File: src/rtl/sum_batch_accumulator.sv
// Purpose : accumulates BATCH adder results ({Overflow,Sum}) into a saturating total and counts overflows.
// Latency : Out_Valid rises one cycle after the BATCH-th accepted In_Valid sample.
// Backpres: the batch result holds in DONE until Out_Valid & Out_Ready; samples outside ACCUM are dropped.
//
// Ports:
//   Clk, Rst        - rising-edge clock, synchronous active-high reset
//   Start           - begin a batch (from IDLE, or from DONE on the handshake cycle)
//   In_Valid, Sum, Overflow - upstream adder result, 5-bit unsigned {Overflow,Sum}
//   Out_Valid, Out_Ready    - batch result handshake
//   Total, Ovf_Count, Sat   - saturating total, overflow-sample count (max 15), sticky clip flag
//   Busy            - high while accumulating
//   Drop_Count      - only with SUM_BATCH_ACC_DROP_CNT_EN defined: samples seen outside ACCUM (max 255)
module sum_batch_accumulator #(
    parameter int DATA_W = 4,
    parameter int ACC_W  = 8,
    parameter int BATCH  = 4
) (
    input  logic              Clk,
    input  logic              Rst,
    input  logic              Start,
    input  logic              In_Valid,
    input  logic [DATA_W-1:0] Sum,
    input  logic              Overflow,
    input  logic              Out_Ready,
    output logic              Out_Valid,
    output logic [ACC_W-1:0]  Total,
    output logic [3:0]        Ovf_Count,
    output logic              Sat,
    output logic              Busy
`ifdef SUM_BATCH_ACC_DROP_CNT_EN
    ,
    output logic [7:0]        Drop_Count
`endif
);

    localparam logic [1:0] S_IDLE  = 2'd0;
    localparam logic [1:0] S_ACCUM = 2'd1;
    localparam logic [1:0] S_DONE  = 2'd2;

    // Counter value at which the incoming sample is the last one of the batch.
    localparam logic [7:0]       LAST_IDX = 8'(BATCH - 1);
    localparam logic [ACC_W-1:0] ACC_MAX  = '1;

    logic [1:0]       state_q, state_d;
    logic [ACC_W-1:0] total_q, total_d;
    logic [3:0]       ovf_q, ovf_d;
    logic             sat_q, sat_d;
    logic [7:0]       cnt_q, cnt_d;
    logic             out_vld_q, out_vld_d;
    logic             busy_q, busy_d;

    // One spare bit above the total catches the carry that signals clipping.
    logic [ACC_W:0] sample_ext;
    logic [ACC_W:0] sum_full;
    logic           clipped;
    logic           handshake;

    assign sample_ext = (ACC_W + 1)'({Overflow, Sum});
    assign sum_full   = {1'b0, total_q} + sample_ext;
    assign clipped    = sum_full[ACC_W];
    assign handshake  = out_vld_q & Out_Ready;

    always_comb begin
        state_d   = state_q;
        total_d   = total_q;
        ovf_d     = ovf_q;
        sat_d     = sat_q;
        cnt_d     = cnt_q;
        out_vld_d = out_vld_q;
        busy_d    = busy_q;
        case (state_q)
            S_IDLE: begin
                if (Start) begin
                    state_d = S_ACCUM;
                    total_d = '0;
                    ovf_d   = '0;
                    sat_d   = 1'b0;
                    cnt_d   = '0;
                    busy_d  = 1'b1;
                end
            end
            S_ACCUM: begin
                if (In_Valid) begin
                    total_d = clipped ? ACC_MAX : sum_full[ACC_W-1:0];
                    sat_d   = sat_q | clipped;
                    if (Overflow && (ovf_q != 4'hF)) begin
                        ovf_d = ovf_q + 4'd1;
                    end
                    cnt_d = cnt_q + 8'd1;
                    if (cnt_q == LAST_IDX) begin
                        state_d   = S_DONE;
                        out_vld_d = 1'b1;
                        busy_d    = 1'b0;
                    end
                end
            end
            S_DONE: begin
                if (handshake) begin
                    out_vld_d = 1'b0;
                    if (Start) begin
                        // Back-to-back batch: skip IDLE entirely.
                        state_d = S_ACCUM;
                        total_d = '0;
                        ovf_d   = '0;
                        sat_d   = 1'b0;
                        cnt_d   = '0;
                        busy_d  = 1'b1;
                    end else begin
                        state_d = S_IDLE;
                    end
                end
            end
            default: begin
                state_d   = S_IDLE;
                out_vld_d = 1'b0;
                busy_d    = 1'b0;
            end
        endcase
    end

    always_ff @(posedge Clk) begin
        if (Rst) begin
            state_q   <= S_IDLE;
            total_q   <= '0;
            ovf_q     <= '0;
            sat_q     <= 1'b0;
            cnt_q     <= '0;
            out_vld_q <= 1'b0;
            busy_q    <= 1'b0;
        end else begin
            state_q   <= state_d;
            total_q   <= total_d;
            ovf_q     <= ovf_d;
            sat_q     <= sat_d;
            cnt_q     <= cnt_d;
            out_vld_q <= out_vld_d;
            busy_q    <= busy_d;
        end
    end

    assign Out_Valid = out_vld_q;
    assign Total     = total_q;
    assign Ovf_Count = ovf_q;
    assign Sat       = sat_q;
    assign Busy      = busy_q;

`ifdef SUM_BATCH_ACC_DROP_CNT_EN
    // Persists across batches; only Rst clears it.
    logic [7:0] drop_q, drop_d;

    always_comb begin
        drop_d = drop_q;
        if (In_Valid && (state_q != S_ACCUM) && (drop_q != 8'hFF)) begin
            drop_d = drop_q + 8'd1;
        end
    end

    always_ff @(posedge Clk) begin
        if (Rst) begin
            drop_q <= '0;
        end else begin
            drop_q <= drop_d;
        end
    end

    assign Drop_Count = drop_q;
`endif

endmodule

File: config.mk
export PLATFORM = sky130hd
export DESIGN_NAME = sum_batch_accumulator
export DESIGN_NICKNAME = d
export VERILOG_FILES = /design/src/rtl/sum_batch_accumulator.sv
export SDC_FILE = /design/constraint.sdc
export NUM_CORES = 1
export LEC_CHECK = 0
export ABC_AREA = 1
export BUFFER_PORTS_ARGS = -buffer_cell sky130_fd_sc_hd__buf_4
export CORE_AREA = 2 2 55 57
export CTS_BUF_LIST = sky130_fd_sc_hd__clkbuf_4 sky130_fd_sc_hd__clkbuf_8 sky130_fd_sc_hd__clkbuf_16
export CTS_CLUSTER_SIZE = 24
export DETAILED_ROUTE_END_ITERATION = 8
export DIE_AREA = 0 0 57 59
export MAX_ROUTING_LAYER = met4
export PLACE_DENSITY_LB_ADDON = 0.15
export SLEW_MARGIN = 5
export SYNTH_ARGS = -nofsm -noshare
export SYNTH_HDL_FRONTEND = slang
export SYNTH_SLANG_ARGS = --single-unit
File: constraint.sdc
create_clock -name Clk -period 2.2 [get_ports Clk]
set_clock_uncertainty 0.15 [all_clocks]
set_input_delay 0.33 -clock Clk [delete_from_list [all_inputs] [get_ports Clk]]
set_output_delay 0.33 -clock Clk [all_outputs]
set_load 0.005 [all_outputs]
# [After elaboration in Yosys (flattened, before gate mapping)]
# Index checks and enable logic that the tools add are counted.
# W data, S select, Z words.
[word_totals] rom_bits=0 mem_bits_rw=0 latch_bits=0 wordCells=63 ff_bits=25 n_memories=0
[op_classes] n_bitwise=3 n_eq_ne=9 add_sub_neg=3 div=0 shifts=0 reduce_logical=8 n_mul=0 muxes=33 n_lt_le_gt_ge=0
[op_table] operator="$mux W8" n=7
[op_table] operator="$pmux W8 S3" n=2
[op_table] operator="$mux W4" n=4
[op_table] operator="$pmux W4 S3" n=1
[op_table] operator="$reduce_and A4 Y1" n=3
[op_table] operator="$mux W1" n=11
[op_table] operator="$ne A2 B2 Y1 const B" n=5
[op_table] operator="$add A8 B5 Y9" n=1
[op_table] operator="$pmux W1 S3" n=3
[op_table] operator="$add A8 B1 Y8 const B" n=1
[op_table] operator="$eq A8 B2 Y1 const B" n=1
[op_table] operator="$mux W2" n=4
[op_table] operator="$pmux W2 S3" n=1
[op_table] operator="$reduce_and A3 Y1" n=2
[op_table] operator="$add A4 B1 Y4 const B" n=1
[op_table] operator="$ne A4 B4 Y1 const B" n=1
[op_table] operator="$reduce_bool A3 Y1" n=1
[op_table] operator="$eq A2 B1 Y1 const B" n=1
[op_table] operator="$eq A2 B2 Y1 const B" n=1
[op_table] operator="$logic_not A2 Y1" n=1
[op_table] operator="$and A1 B1 Y1" n=1
[op_table] operator="$logic_and A1 B1 Y1" n=1
[op_table] operator="$not A1 Y1" n=1
[op_table] operator="$or A1 B1 Y1" n=1

# [Longest topological paths before layout]
# Gate-level depths: netlist (run 1).
[depth] word_depth=5 depth_mapped=10

# [Worst setup path after synthesis (run 1)]
# No wires, ideal clock.
[synth_timing] path_type="input to register" startpoint="input port Sum[0]" endpoint="register total_q[2] (netlist: Total[2])" stages=8 setup_ns=0.116 arrival_time_ns=1.709 required_time_ns=1.934 setup_slack_ns=0.225 n_path_buf=0 path_cell_list="ha_1 -> fa_1 -> nand3_1 -> nand3_1 -> a21oi_1 -> o21ai_0 -> nand2_1 -> a21oi_1"
[synth_between] elab_chain_cells=4
[synth_rtl] element="start, declared" line_no="22" text="input logic [DATA_W-1:0] Sum,"
[synth_rtl] element="$add A8 B5 Y9" line_no="59" text="assign sum_full = {1'b0, total_q} + sample_ext;"
[synth_rtl] element="$mux W8" line_no="84" text="total_d = clipped ? ACC_MAX : sum_full[ACC_W-1:0];"
[synth_rtl] element="$mux W8" line_no="83" text="if (In_Valid) begin"
[synth_rtl] element="$pmux W8 S3" line_no="71" text="case (state_q)"
[synth_rtl] element="end signal, assigned" line_no="132" text="total_q <= total_d;"
[synth_rtl] element="end, declared" line_no="45" text="logic [ACC_W-1:0] total_q, total_d;"
# Every way passes these cells. The select of a mux whose other input is x is not followed.
# A chain may end at the register's enable or synchronous reset.

# [Worst setup path after layout (run 1)]
[layout_timing] startpoint="register total_q[0] (netlist: Total[0])" endpoint="register total_q[5] (netlist: Total[5])"
[layout_between] elab_chain_cells=4
[layout_rtl] element="$add A8 B5 Y9" line_no="59"
[layout_rtl] element="$mux W8" line_no="84"
[layout_rtl] element="$mux W8" line_no="83"
[layout_rtl] element="$pmux W8 S3" line_no="71"
# Every way passes these cells. The select of a mux whose other input is x is not followed.

==> run metrics, run 1 <==
WL per Instance=10.72 um; Startpoint Class=flip-flop; Max Clk Rate=0.5141 GHz; TritonCTS Buffers=3; Mapped Area=0.001449 mm2; most common cell type on the critical path=nand3_1; R2R cell count=9; WP data required=2280 ps; row cnt=19; part of the Yosys area used for sequential elements=0.3454; max-slew violations=0; critical path launch point=Total[0]; vias=1358; Slew HR=0.6067; CTS tree=yes; Fin Setup TNS=0 ps; Area Growth Syn to Fin=16.15%; post-CTS setup buffers=0; number of global-route vias before repair=1132; worst-path cell chain=ha_1, fa_1, nand3_1, nand3_1, a21oi_1, buf_4, nand3_1, nand2_1, a21oi_1; Final Hold Vio Count=0; Clk pwr share=0.196; Root Driver=clkbuf_4; layout cell share with drive strength beyond 1=0.1799; pin count of the biggest net entering global routing=16; Routed Antenna Nets=0; via/cell ratio=5.030; initial antenna violation count=0; Hold Path Cell Cnt=2; RR Endpoint=Total[5]; VDD IR max=673.0 uV; Diodes inserted=0; min-delay src=Rst; all-layer global routing usage=0.1894; die width=57 um; H-tree Lvls=1; die area=0.003363 mm2; Critical-path top delay cell=fa_1; FF-to-FF setup slack=250 ps; post-cts gate resize count=0; Final Setup Violations=0; Overflow after GRT=0; Crit. End Element=flip-flop; Placed Instances=266; RR Startpoint=Total[0]; CP Class=flip-flop to flip-flop; Synth top area share=0.3454; DRC viols=0; min Tclk post-route=1945 ps; CP max FO=7; synthesized instance count=213; main flop type after synthesis=dfxtp_1; post-synthesis register bit count=25; status=finished, final reports clean; fin util=0.6210; P_leak=0.7936 nW; CP peak stage delay=410 ps; final wirelength=2895 um; Synth area leaders=dfxtp_1, nand2_1, a21oi_1, nand3_1, inv_1; final RePlAce weighted congestion=0.8764; Yosys cell types=26; Flop pwr share=0.481; clock buffer depth=2; nets=258; Post-synth ARST share=0; Yosys warnings=0; Port Buffers=24; Sw Ratio=0.3722; worst hold path class=input port to flip-flop; power share of the combinational group=0.323; top-count cell post-synth=nand2_1; Cell Pwr Density=637.4 mW/mm2; Int Power=0.6734 mW; I/O pin cnt=25; Max Cap Viol=0; DP HPWL=2243 um; global-route wire length before repair=4843 um; CTS clock-pin slew for the worst setup and hold paths=140 ps; Die Y=59 um; Synth Area per Inst=6.802 um2; synth cell count leaders=nand2_1, dfxtp_1, inv_1; setup repair after global routing missed its margin=false; Starting DRT DRC Count=37; Starting Density=0.5346; final period utilization=0.8841; Hold EP=cnt_q[4]; drt pass-1 iters=4; core area=0.002710 mm2; # clock sinks=25; hold buffers post-CTS=0; Syn Nets=231; worst path arrival time=2020 ps; worst skew pair latency=330 ps; Post-synth EDFFs=0; Post-Layout Cell Count=270; P_sw=0.3993 mW; cell taking the most area after synthesis=dfxtp_1; Slew @ Worst Pin=587.7 ps
[layer usage]
| layer | routed length (um) | share of wire | track usage |
|---|---|---|---|
| met5 | 0 | 0 | - |
| met4 | 29 | 0.010 | 0.05648 |
| met3 | 105 | 0.036 | 0.04585 |
| met2 | 1232 | 0.43 | 0.2775 |
| met1 | 1528 | 0.53 | 0.2606 |
[sequential cells by signal, summed over array words and instances, names as in the netlist]
name and flops:
Busy 1, Out_Valid 1, state_q 2, cnt_q 8
Sat 1, Ovf_Count 4, Total 8
[critical path, delay by kind of cell, from the launching register on]
family                   cells  cell delay (ps)
flip-flops                   1              350
AND/OR/NAND/NOR              4              360
adder cells (fa/ha/maj)      2              610
AO/OA/AOI/OAI                2              200
buffers and inverters        1              160
[final cells by class]
| class | instances | area [um2] |
|---|---|---|
| fill | 274 | 1027 |
| multi-input combinational | 155 | 813.3 |
| sequential | 25 | 500.5 |
| timing repair buffer | 25 | 187.7 |
| inverter | 30 | 112.6 |
| tap | 31 | 38.79 |
| clock buffer | 3 | 22.52 |
| clock inverter | 1 | 7.507 |
[per-stage QoR]
step	instance area [um2]	total power [mW]	worst slack, ps	hold WS (ps)
floorplan	1449	0.7953	225.5	249.1
global placement	1653	0.8713	175.8	286.4
detailed placement	1653	0.8710	156.3	290.9
CTS	1683	1.086	249.6	85.35
global route	1683	1.152	109.8	81.05
finish	1683	1.073	254.9	97.78
[power by group through the flow]
stage	clock, mW	combinational (mW)	sequential, mW
after floorplan	0	0.272	0.523
after global placement	0	0.345	0.526
after detailed placement	0	0.345	0.526
after CTS	0.223	0.347	0.516
after global routing	0.238	0.394	0.520
final	0.210	0.346	0.516
[logic make-up (layout without fill, tap and decap cells)]
family,Yosys count,in the layout,share of synthesized area
AND/OR/NAND/NOR,113,113,0.3584
buffers and inverters,33,59,0.09326
AO/OA/AOI/OAI,31,31,0.1105
flip-flops,25,25,0.3454
adder cells (fa/ha/maj),8,8,0.07426
XOR/XNOR,3,3,0.01814
[layout by cell type (no fill, tap or decap)]
cell type,count
or2_2,1
and3_1,1
a21oi_1,22
nor3_1,3
inv_2,5
o21ai_2,1
inv_1,25
ha_1,7
nor2_4,2
fa_1,1
nand3b_1,1
o21ai_1,1
nand3_1,20
nor2_1,14
nand4_4,1
clkbuf_4,3
xnor2_1,1
o21ai_0,6
nand2_2,4
clkinvlp_4,1
a31oi_1,1
nand2_1,60
nand4_1,6
xor2_1,2
buf_4,25
dfxtp_1,25
[how the worst max path moves through the flow]
stage | slack (ps) | to | cells past startpoint
after detailed placement | 160 | Total[2] | 10
after global routing | 110 | Total[2] | 9
after floorplan | 230 | Total[2] | 8
after global placement | 180 | Total[2] | 10
after CTS | 250 | Total[5] | 9
final | 250 | Total[5] | 9
(Power assumes the default switching activity.)
==> run 2: changes to the inputs <==
--- a/config.mk
+++ b/config.mk
@@ -5,15 +5,16 @@
 export SDC_FILE = /design/constraint.sdc
 export NUM_CORES = 1
 export LEC_CHECK = 0
-export ABC_AREA = 1
 export BUFFER_PORTS_ARGS = -buffer_cell sky130_fd_sc_hd__buf_4
-export CORE_AREA = 2 2 55 57
+export CAP_MARGIN = 20
+export CORE_AREA = 2 2 54 56
 export CTS_BUF_LIST = sky130_fd_sc_hd__clkbuf_4 sky130_fd_sc_hd__clkbuf_8 sky130_fd_sc_hd__clkbuf_16
 export CTS_CLUSTER_SIZE = 24
 export DETAILED_ROUTE_END_ITERATION = 8
-export DIE_AREA = 0 0 57 59
+export DIE_AREA = 0 0 56 58
 export MAX_ROUTING_LAYER = met4
 export PLACE_DENSITY_LB_ADDON = 0.15
+export SKIP_CTS_REPAIR_TIMING = 1
 export SLEW_MARGIN = 5
 export SYNTH_ARGS = -nofsm -noshare
 export SYNTH_HDL_FRONTEND = slang
==> run 2 against run 1 <==
  * Area after synthesis down 2.3%
  * Sequential share of layout area up 0.45 points
  * Non-clock buffer count up 2
  * Die area down 3.4%
  * Via count down 1.9%
  * Utilization up 0.17 points
  * Synthesized cell count down 25%
  * Critical path depth down 3
  * Worst setup slack worse by 160 ps
  * Final cell count down 20%
  * Combinational power down 65%
  * Largest cell class unchanged
  * Highest routed layer unchanged
==> run metrics, run 2 <==
Slew HR=0.7120 (+0.1052); Yosys cell types=46 (+77%); CP max FO=8 (+1); Int Power=0.5847 mW (-13%); CTS tree=yes; worst-path cell chain=ha_1, fa_1, a21oi_1, o211ai_2, o2bb2ai_1, a32o_1; global-route wire length before repair=5554 um (+15%); top-count cell post-synth=dfxtp_1; vias=1332 (-1.9%); Post-synth ARST share=0 (unchanged); min Tclk post-route=2101 ps (+155.7 ps); die area=0.003248 mm2 (-3.4%); Buf+Inv Stages, Crit Path=0 (-1); Post-synth EDFFs=0 (unchanged); Yosys warnings=0 (unchanged); worst hold path class=input port to flip-flop; P_leak=0.6629 nW (-16%); Final Setup Violations=0 (unchanged); layout cell share with drive strength beyond 1=0.2043 (+0.02438); power share of the combinational group=0.149 (-0.174); I/O pin cnt=25 (unchanged); main flop type after synthesis=dfxtp_1; max-slew violations=0 (unchanged); TritonCTS Buffers=3 (unchanged); fill count=247 (-9.9%); setup repair after global routing missed its margin=false; WP data required=2290 ps (about the same); Area Growth Syn to Fin=17.15%; via/cell ratio=6.138 (+22%); drt pass-1 iters=4 (unchanged); row cnt=19 (unchanged); part of the Yosys area used for sequential elements=0.3537 (+0.008246); Slew @ Worst Pin=427.5 ps (-160.2 ps); Cell Pwr Density=488.0 mW/mm2 (-23%); Max Cap Viol=0 (unchanged); Clk pwr share=0.267 (+0.071); nets=205 (-21%); CTS clock-pin slew for the worst setup and hold paths=150 ps (about the same); initial antenna violation count=0 (unchanged); final RePlAce weighted congestion=0.8938 (+2.0%); Crit. End Element=flip-flop; clock buffer depth=2 (unchanged); CP delay by family, top=compound AO/OA/AOI/OAI gates; status=finished, final reports clean; Critical-path top delay cell=fa_1; Routed Antenna Nets=0 (unchanged); Placed Instances=213 (-20%); die width=56 um (-1.8%); Root Driver=clkbuf_4; pin count of the biggest net entering global routing=18 (+2); Post-Layout Cell Count=217 (-20%); final period utilization=0.9549 (+0.07077); Synth Area per Inst=8.844 um2 (+30%); Die Y=58 um (-1.7%); Flop pwr share=0.584 (+0.103); Port Buffers=24 (unchanged); commonest cells after routing, fill and taps aside=buf_4, dfxtp_1, a21oi_1, nor2_1, inv_1; Final Hold Vio Count=0 (unchanged); number of global-route vias before repair=1303 (+15%); Overflow after GRT=0 (unchanged); worst skew pair latency=320 ps (about the same); WL per Instance=15.27 um (+42%); PnR worst setup slack=99.22 ps (-155.7 ps); VDD IR max=402.1 uV (-40%); Starting DRT DRC Count=49 (+32%); pre-CTS setup slack=-16.74 ps (-173.0 ps); Mapped Area=0.001415 mm2 (-2.3%); synth cell count leaders=dfxtp_1, a21oi_1, nor2_1; CP Class=flip-flop to flip-flop; Starting Density=0.5315 (-0.003141); DP HPWL=2574 um (+15%); # clock sinks=25 (unchanged); Sw Ratio=0.2772 (-0.09500); H-tree Lvls=1 (unchanged); Max Clk Rate=0.4760 GHz (-7.4%); synthesized instance count=160 (-25%); Synth area leaders=dfxtp_1, ha_1, a21oi_1, nor2_1, o31ai_1; all-layer global routing usage=0.2195 (+0.03003); commonest non-fill, non-tap cell in the layout=buf_4; cell taking the most area after synthesis=dfxtp_1; CP peak stage delay=450 ps (+40 ps); final wirelength=3314 um (+14%); Diodes inserted=0 (unchanged); Syn Nets=178 (-23%); P_sw=0.2243 mW (-44%); Synth top area share=0.3537 (+0.008246); post-synthesis register bit count=25 (unchanged); DRC viols=0 (unchanged); worst path arrival time=2190 ps (+170 ps); Startpoint Class=flip-flop; core area=0.002663 mm2 (-1.8%)
==> run 2: final timing paths <==
| kind | end | slack (ps) | cells past startpoint | from |
|---|---|---|---|---|
| setup / recovery | Total[4] | 100 | 6 | Total[0] |
| hold / removal | cnt_q[0] | 110 | 2 | Rst |
| setup reg to reg | Total[4] | 100 | 6 | Total[0] |
| hold reg to reg | Total[0] | 360 | 1 | Total[0] |
==> run 2: cell families (layout without fill, tap and decap cells) <==
family                     Yosys count  in the layout  synth area share
AOI/OAI and AO/OA                   62             62            0.3174
xor gates and xnor gates             2              2           0.01238
adders and majority gates            8              8           0.07604
buffers and inverters               13             39           0.04156
DFF                                 25             25            0.3537
muxes                                4              4           0.02829
and+or+nand+nor                     46             46            0.1707
==> run 2: final cells by class <==
| type | instances | area [um2] | share of cell area |
|---|---|---|---|
| Inverter | 8 | 30.03 | 0.01811 |
| Tap cell | 31 | 38.79 | 0.02340 |
| Clock inverter | 1 | 7.507 | 0.004528 |
| Multi-Input combinational cell | 122 | 855.8 | 0.5162 |
| Clock buffer | 3 | 22.52 | 0.01358 |
| Timing Repair Buffer | 27 | 202.7 | 0.1223 |
| Sequential cell | 25 | 500.5 | 0.3019 |
==> run 2: metrics by stage <==
step / power, mW / TNS, ps / hold slack [ps] / instance area (um2) / utilization
finish: 0.8090 / 0 / 113.7 / 1658 / 0.6227
global route: 0.8430 / 0 / 105.9 / 1658 / 0.6227
floorplan: 0.5588 / 0 / 301.8 / 1415 / -
global placement: 0.5977 / 0 / 316.8 / 1628 / 0.6114
detailed placement: 0.6018 / -19.15 / 338.6 / 1628 / 0.6114
CTS: 0.8113 / 0 / 109.6 / 1658 / 0.6227
==> run 2: power groups by stage <==
stage	logic (mW)	registers, mW	clock network (mW)
floorplan	0.0806	0.478	0
global placement	0.117	0.481	0
detailed placement	0.120	0.482	0
CTS	0.120	0.472	0.219
global route	0.134	0.474	0.234
finish	0.120	0.472	0.216
==> run 2: routing by layer <==
| metal | wire (um) | GRT usage | vias up | part of all wire |
|---|---|---|---|---|
| li1 | - | - | 673 | - |
| met3 | 76 | 0.02679 | 2 | 0.023 |
| met2 | 1792 | 0.4084 | 20 | 0.54 |
| met4 | 20 | 0.07483 | 0 | 0.0060 |
| met5 | 0 | - | - | 0 |
| met1 | 1424 | 0.2423 | 637 | 0.43 |
